--- src/rtl/serial_adder_if.sv ---
// Handshake/operand bundle for the bit-serial adder.
// The master side issues start/operands; the slave side (the adder) returns
// status and the registered result.
interface serial_adder_if #(
  parameter int WIDTH = 8
);
  logic             start;
  logic [WIDTH-1:0] a;
  logic [WIDTH-1:0] b;
  logic             cin;
  logic             busy;
  logic             done;
  logic [WIDTH-1:0] sum;
  logic             cout;

  modport master (
    output start, a, b, cin,
    input  busy, done, sum, cout
  );

  modport slave (
    input  start, a, b, cin,
    output busy, done, sum, cout
  );
endinterface

--- src/rtl/serial_adder.sv ---
// Bit-serial adder: one full-adder cell with a registered carry walks the
// operands LSB-first over WIDTH cycles. The partial sum builds up in an
// internal accumulator; sum/cout are updated only at the completion edge,
// so downstream logic never sees intermediate values.
module serial_adder #(
  parameter int WIDTH = 8
) (
  input  logic           clk,
  input  logic           rst,
  serial_adder_if.slave  bus
);

  localparam int CNT_W = (WIDTH > 2) ? $clog2(WIDTH) : 1;
  localparam logic [CNT_W-1:0] LAST_BIT = CNT_W'(WIDTH - 1);

  typedef enum logic [1:0] {
    IDLE = 2'd0,
    RUN  = 2'd1,
    DONE = 2'd2
  } state_t;

  state_t           state;
  state_t           state_next;
  logic [WIDTH-1:0] sh_a;
  logic [WIDTH-1:0] sh_b;
  logic             carry;
  logic [CNT_W-1:0] cnt;
  logic [WIDTH-1:0] acc;
  logic [1:0]       fa_out;
  logic             accept;
  logic             last;

  // One-bit full-adder cell: returns {carry_out, sum_bit}.
  function automatic logic [1:0] full_add(input logic x, input logic y, input logic ci);
    full_add = {(x & y) | (x & ci) | (y & ci), x ^ y ^ ci};
  endfunction

  // Full-adder cell inputs come straight from the shift-register LSBs.
  always_comb begin
    fa_out = full_add(sh_a[0], sh_b[0], carry);
  end

  // Next-state decode; a start is honoured only when not already running.
  always_comb begin
    state_next = state;
    accept     = 1'b0;
    last       = (cnt == LAST_BIT);
    case (state)
      IDLE: begin
        if (bus.start) begin
          state_next = RUN;
          accept     = 1'b1;
        end else begin
          state_next = IDLE;
        end
      end
      RUN: begin
        if (last) begin
          state_next = DONE;
        end else begin
          state_next = RUN;
        end
      end
      DONE: begin
        if (bus.start) begin
          state_next = RUN;
          accept     = 1'b1;
        end else begin
          state_next = IDLE;
        end
      end
      default: begin
        state_next = IDLE;
      end
    endcase
  end

  // State register.
  always_ff @(posedge clk) begin
    if (rst) begin
      state <= IDLE;
    end else begin
      state <= state_next;
    end
  end

  // Operand load, per-bit shift/accumulate and result capture.
  always_ff @(posedge clk) begin
    if (rst) begin
      sh_a     <= {WIDTH{1'b0}};
      sh_b     <= {WIDTH{1'b0}};
      carry    <= 1'b0;
      cnt      <= {CNT_W{1'b0}};
      acc      <= {WIDTH{1'b0}};
      bus.sum  <= {WIDTH{1'b0}};
      bus.cout <= 1'b0;
    end else if (accept) begin
      sh_a  <= bus.a;
      sh_b  <= bus.b;
      carry <= bus.cin;
      cnt   <= {CNT_W{1'b0}};
      acc   <= {WIDTH{1'b0}};
    end else if (state == RUN) begin
      sh_a  <= {1'b0, sh_a[WIDTH-1:1]};
      sh_b  <= {1'b0, sh_b[WIDTH-1:1]};
      carry <= fa_out[1];
      acc   <= {fa_out[0], acc[WIDTH-1:1]};
      if (last) begin
        // Counter stays at the last index instead of wrapping; the next
        // accept reloads it anyway.
        bus.sum  <= {fa_out[0], acc[WIDTH-1:1]};
        bus.cout <= fa_out[1];
      end else begin
        cnt <= cnt + {{(CNT_W-1){1'b0}}, 1'b1};
      end
    end
  end

  // Status flags registered from the next state so they line up with it.
  always_ff @(posedge clk) begin
    if (rst) begin
      bus.busy <= 1'b0;
      bus.done <= 1'b0;
    end else begin
      bus.busy <= (state_next == RUN);
      bus.done <= (state_next == DONE);
    end
  end

endmodule

--- src/flat_wrapper.sv ---
// flat-port wrapper written by rule: the top's interface ports become plain ports
module serial_adder_flat 
#(
  parameter int WIDTH = 8
)
  (clk, rst, bus_start, bus_a, bus_b, bus_cin, bus_busy, bus_done, bus_sum, bus_cout);
  serial_adder_if #(.WIDTH(WIDTH)) bus_i ();
  input  logic clk;
  input  logic rst;
  input wire logic [$bits(bus_i.start)-1:0] bus_start;
  input wire logic [$bits(bus_i.a)-1:0] bus_a;
  input wire logic [$bits(bus_i.b)-1:0] bus_b;
  input wire logic [$bits(bus_i.cin)-1:0] bus_cin;
  output wire logic [$bits(bus_i.busy)-1:0] bus_busy;
  output wire logic [$bits(bus_i.done)-1:0] bus_done;
  output wire logic [$bits(bus_i.sum)-1:0] bus_sum;
  output wire logic [$bits(bus_i.cout)-1:0] bus_cout;
  assign bus_i.start = bus_start;
  assign bus_i.a = bus_a;
  assign bus_i.b = bus_b;
  assign bus_i.cin = bus_cin;
  assign bus_busy = bus_i.busy;
  assign bus_done = bus_i.done;
  assign bus_sum = bus_i.sum;
  assign bus_cout = bus_i.cout;
  serial_adder #(.WIDTH(WIDTH)) u_core (.clk(clk), .rst(rst), .bus(bus_i));
endmodule
--- config.mk ---
export PLATFORM = sky130hd
export DESIGN_NAME = serial_adder_flat
export DESIGN_NICKNAME = d
export VERILOG_FILES = /design/src/rtl/serial_adder_if.sv /design/src/rtl/serial_adder.sv /design/src/flat_wrapper.sv
export SDC_FILE = /design/constraint.sdc
export NUM_CORES = 1
export LEC_CHECK = 0
export ABC_AREA = 1
export BUFFER_PORTS_ARGS = -buffer_cell sky130_fd_sc_hd__buf_4
export CAP_MARGIN = 25
export CORE_MARGIN = 2
export CORE_UTILIZATION = 50
export CTS_CLUSTER_DIAMETER = 40
export CTS_CLUSTER_SIZE = 14
export DETAILED_ROUTE_END_ITERATION = 12
export GPL_TIMING_DRIVEN = 0
export PLACE_DENSITY = 0.78
export SLEW_MARGIN = 20
export SYNTH_ARGS = -nofsm -noshare
export SYNTH_HDL_FRONTEND = slang
export SYNTH_SLANG_ARGS = --single-unit
--- constraint.sdc ---
create_clock -name clk -period 2.11 [get_ports clk]
set_input_delay 0.422 -clock clk [delete_from_list [all_inputs] [get_ports clk]]
set_output_delay 0.422 -clock clk [all_outputs]
set_load 0.05 [all_outputs]
==> reports/qor.log <==
qor: drt.drtAntennaViolNets 0
qor: sta.slew_viol_final 0
qor: synth.syn_area_per_cell 7.43 um^2
qor: final_layout.layout.filler_cells 327
qor: synth.post-synth-top-count-cell sky130_fd_sc_hd__nand2_1
qor: sta.period_minus_slack 1400 ps
qor: synth.mappedNetlistNets 259
qor: synth.synth-edff-count 0
qor: grt.globalRouteOverflowTotal 0
qor: sta.finClkSkew 11.3 ps
qor: synth.yosys.area.top_type_share 45.6%
qor: cts.postCtsResizedCells 0
qor: final_layout.finalNetCount 296
qor: worst_setup_path.timing.critical_path.from_type register
qor: synth.synth_largest_area_cell sky130_fd_sc_hd__dfxtp_1
qor: cts.ctsHoldBuffers 0
qor: die.initial_core_util 52.2%
qor: synth.unique_cell_type_count_in_the_yosys_netlist 22
qor: sta.maxSlewHeadroom 69.5%
qor: grt.grt_pass1_vias 1440
qor: cts.tritoncts_num_sinks 40
qor: worst_setup_path.critPathRequiredTime 2380 ps
qor: placed_design.placement.io_buffers 30
qor: synth.yosys_warnings 0
qor: sta.post-route-period-util 66.2%
qor: sta.fin_tns_setup 0 ps
qor: grt.grt_first_pass_wirelength 6.06 mm
qor: synth.postSynth.topFlopCell sky130_fd_sc_hd__dfxtp_1
qor: synth.syn_inst 236
qor: cts.cts_made_buffers 5
qor: min_path.worst_hold_path_type in2reg
qor: worst_setup_path.path_class reg2reg
qor: grt.grt_max_degree 13
qor: die.core_box_area 0.00336 mm^2
qor: synth.postSynthRegisterBits 40
qor: sta.maxClockFrequency 0.716 GHz
qor: grt.gr-usage-all-layers 19.3%
qor: synth.ys_seq_area_share 45.6%
qor: die.floorplan.die.width 63.2 um
qor: synth.synth_async_sr_flop_share 0%
qor: die.die_area 0.00400 mm^2
qor: drt.total_via_count_in_the_routed_design 1527
qor: cts.cts_tree built
qor: synth.synth_area_leaders sky130_fd_sc_hd__dfxtp_1 46%, sky130_fd_sc_hd__nand2_1 12%, sky130_fd_sc_hd__nand3_1 7.4%
qor: worst_setup_path.critical_path_peak_fanout 9
qor: drt.vias_per_cell 4.77
qor: worst_setup_path.critPathArrivalTime 1670 ps
qor: drt.finalWirelength 3.49 mm
qor: die.die_h 63.2 um
qor: sta.hold_viol 0
qor: power.worst_ir_drop_vdd 439 uV
qor: sta.rsz0062_at_grt no
qor: placed_design.gp_congestion 0.777
qor: sta.fin_hold_ws 280 ps
qor: final_layout.n_antenna_cell 0
qor: power.leakage 1.08 nW
qor: cts.path_clk_slew 120 ps
qor: synth.synthesis.area 0.00175 mm^2
qor: final_layout.areaGrowthSynthToFinish 21.5%
qor: drt.remaining_drc_errors 0
qor: sta.setup-violations-final 0
qor: placed_design.place_hpwl 2.51 mm
qor: cts.cts_root_buf sky130_fd_sc_hd__clkbuf_4
qor: drt.first_iter_violations 85
qor: power.fin_total_pwr 0.00160 W
qor: flow_run.max_cap_violations 0
qor: die.fp-row-count 21
qor: cts.clock_latency 360 ps
qor: sta.tightest_slew 457 ps
qor: grt.grt_antenna_before_repair 0
qor: status.status finished clean
qor: synth.synth.top_cells.by_count 57 x sky130_fd_sc_hd__nand2_1, 40 x sky130_fd_sc_hd__dfxtp_1, 31 x sky130_fd_sc_hd__inv_1
qor: final_layout.ratio_of_cells_with_drive_above_1_in_the_final_layout 20.8%
qor: cts.cts-root-to-sink-buffers 2
qor: power.power.density_cell_area 750 mW/mm^2
qor: final_layout.fin_util 63.4%
qor: drt.wl_per_cell 10.9 um
qor: cts.post_cts_setup_buffer_count 0
qor: worst_setup_path.endpoint_kind register
qor: cts.cts_max_level 2
qor: die.ios 31
qor: drt.drt_first_pass_iters 4
[kinds of logic (layout without fill, tap and decap cells)]
group / after synthesis / count (layout) / share of synthesized area, %
simple gates: 114 / 114 / 30.5
buf+inv: 44 / 82 / 11.3
flops: 40 / 40 / 45.6
compound gates: 35 / 35 / 9.99
fa+ha+maj: 3 / 3 / 2.57
[worst paths after layout]
| path | start | to | slack [ps] | cells past startpoint |
|---|---|---|---|---|
| worst max-delay path | u_core.cnt[0] | u_core.bus.sum[2] | 710 | 7 |
| worst min-delay path | rst | u_core.bus.busy | 280 | 2 |
| worst max register to register | u_core.cnt[0] | u_core.bus.sum[2] | 710 | 7 |
| worst min register to register | u_core.acc[5] | u_core.bus.sum[4] | 470 | 2 |
[cell usage in the layout, fill, tap and decap left out, types with 2 or more instances in the layout]
cell / n
sky130_fd_sc_hd__nand2_1: 57
sky130_fd_sc_hd__dfxtp_1: 40
sky130_fd_sc_hd__clkbuf_4: 5
sky130_fd_sc_hd__nor2_1: 23
sky130_fd_sc_hd__buf_6: 2
sky130_fd_sc_hd__o21ai_1: 3
sky130_fd_sc_hd__nor2_8: 2
sky130_fd_sc_hd__ha_1: 2
sky130_fd_sc_hd__clkbuf_8: 2
sky130_fd_sc_hd__o21ai_0: 12
sky130_fd_sc_hd__a21oi_1: 20
sky130_fd_sc_hd__buf_4: 33
sky130_fd_sc_hd__inv_2: 5
sky130_fd_sc_hd__nand3_1: 26
sky130_fd_sc_hd__nor2_4: 2
sky130_fd_sc_hd__inv_1: 31
[metal layers]
metal	wire length, um	share of wire [%]	track usage, %
met2	1650	47	32.8
met5	0	0	0
met3	111	3.2	4.46
met4	75	2.1	9.78
met1	1650	47	22.7
[power breakdown]
part | total, W | internal [W] | switching (W)
Combinational | 0.000219 | 0.0000892 | 0.000130
Clock | 0.000566 | 0.000315 | 0.000251
Sequential | 0.000814 | 0.000793 | 0.0000206
[registers in the layout, indices dropped and copies added, names as in the netlist]
| register | flops |
|---|---|
| u_core.acc | 7 |
| u_core.bus.busy | 1 |
| u_core.bus.cout | 1 |
| u_core.bus.done | 1 |
| u_core.bus.sum | 8 |
| u_core.carry | 1 |
| u_core.cnt | 3 |
| u_core.sh_a | 8 |
| u_core.sh_b | 8 |
| u_core.state | 2 |
[stage by stage]
step	setup WS, ps	area (um^2)	cells
detailed placement	705	2040	312
CTS	685	2130	320
finish	714	2130	320
floorplan	870	1750	236
global route	577	2130	320
global placement	751	2040	312
[cell type report]
cell class                 instances  area (um^2)  share of cell area, %
inverter                          37          144                   6.75
multi-input combinational        152          756                   35.4
sequential                        40          801                   37.6
tap                               46         57.6                   2.70
clock buffer                       7         65.1                   3.05
clock inverter                     1         30.0                   1.41
timing repair buffer              30          225                   10.6
buffer                             7         53.8                   2.52
[critical path: stages, from the launching register on]
cell and delay [ps]:
sky130_fd_sc_hd__dfxtp_1 380, sky130_fd_sc_hd__ha_1 170, sky130_fd_sc_hd__ha_1 220, sky130_fd_sc_hd__inv_1 120
sky130_fd_sc_hd__nor2_8 170, sky130_fd_sc_hd__inv_2 100, sky130_fd_sc_hd__nor2_1 110, sky130_fd_sc_hd__nor2_1 50
(Power assumes the default switching activity.)
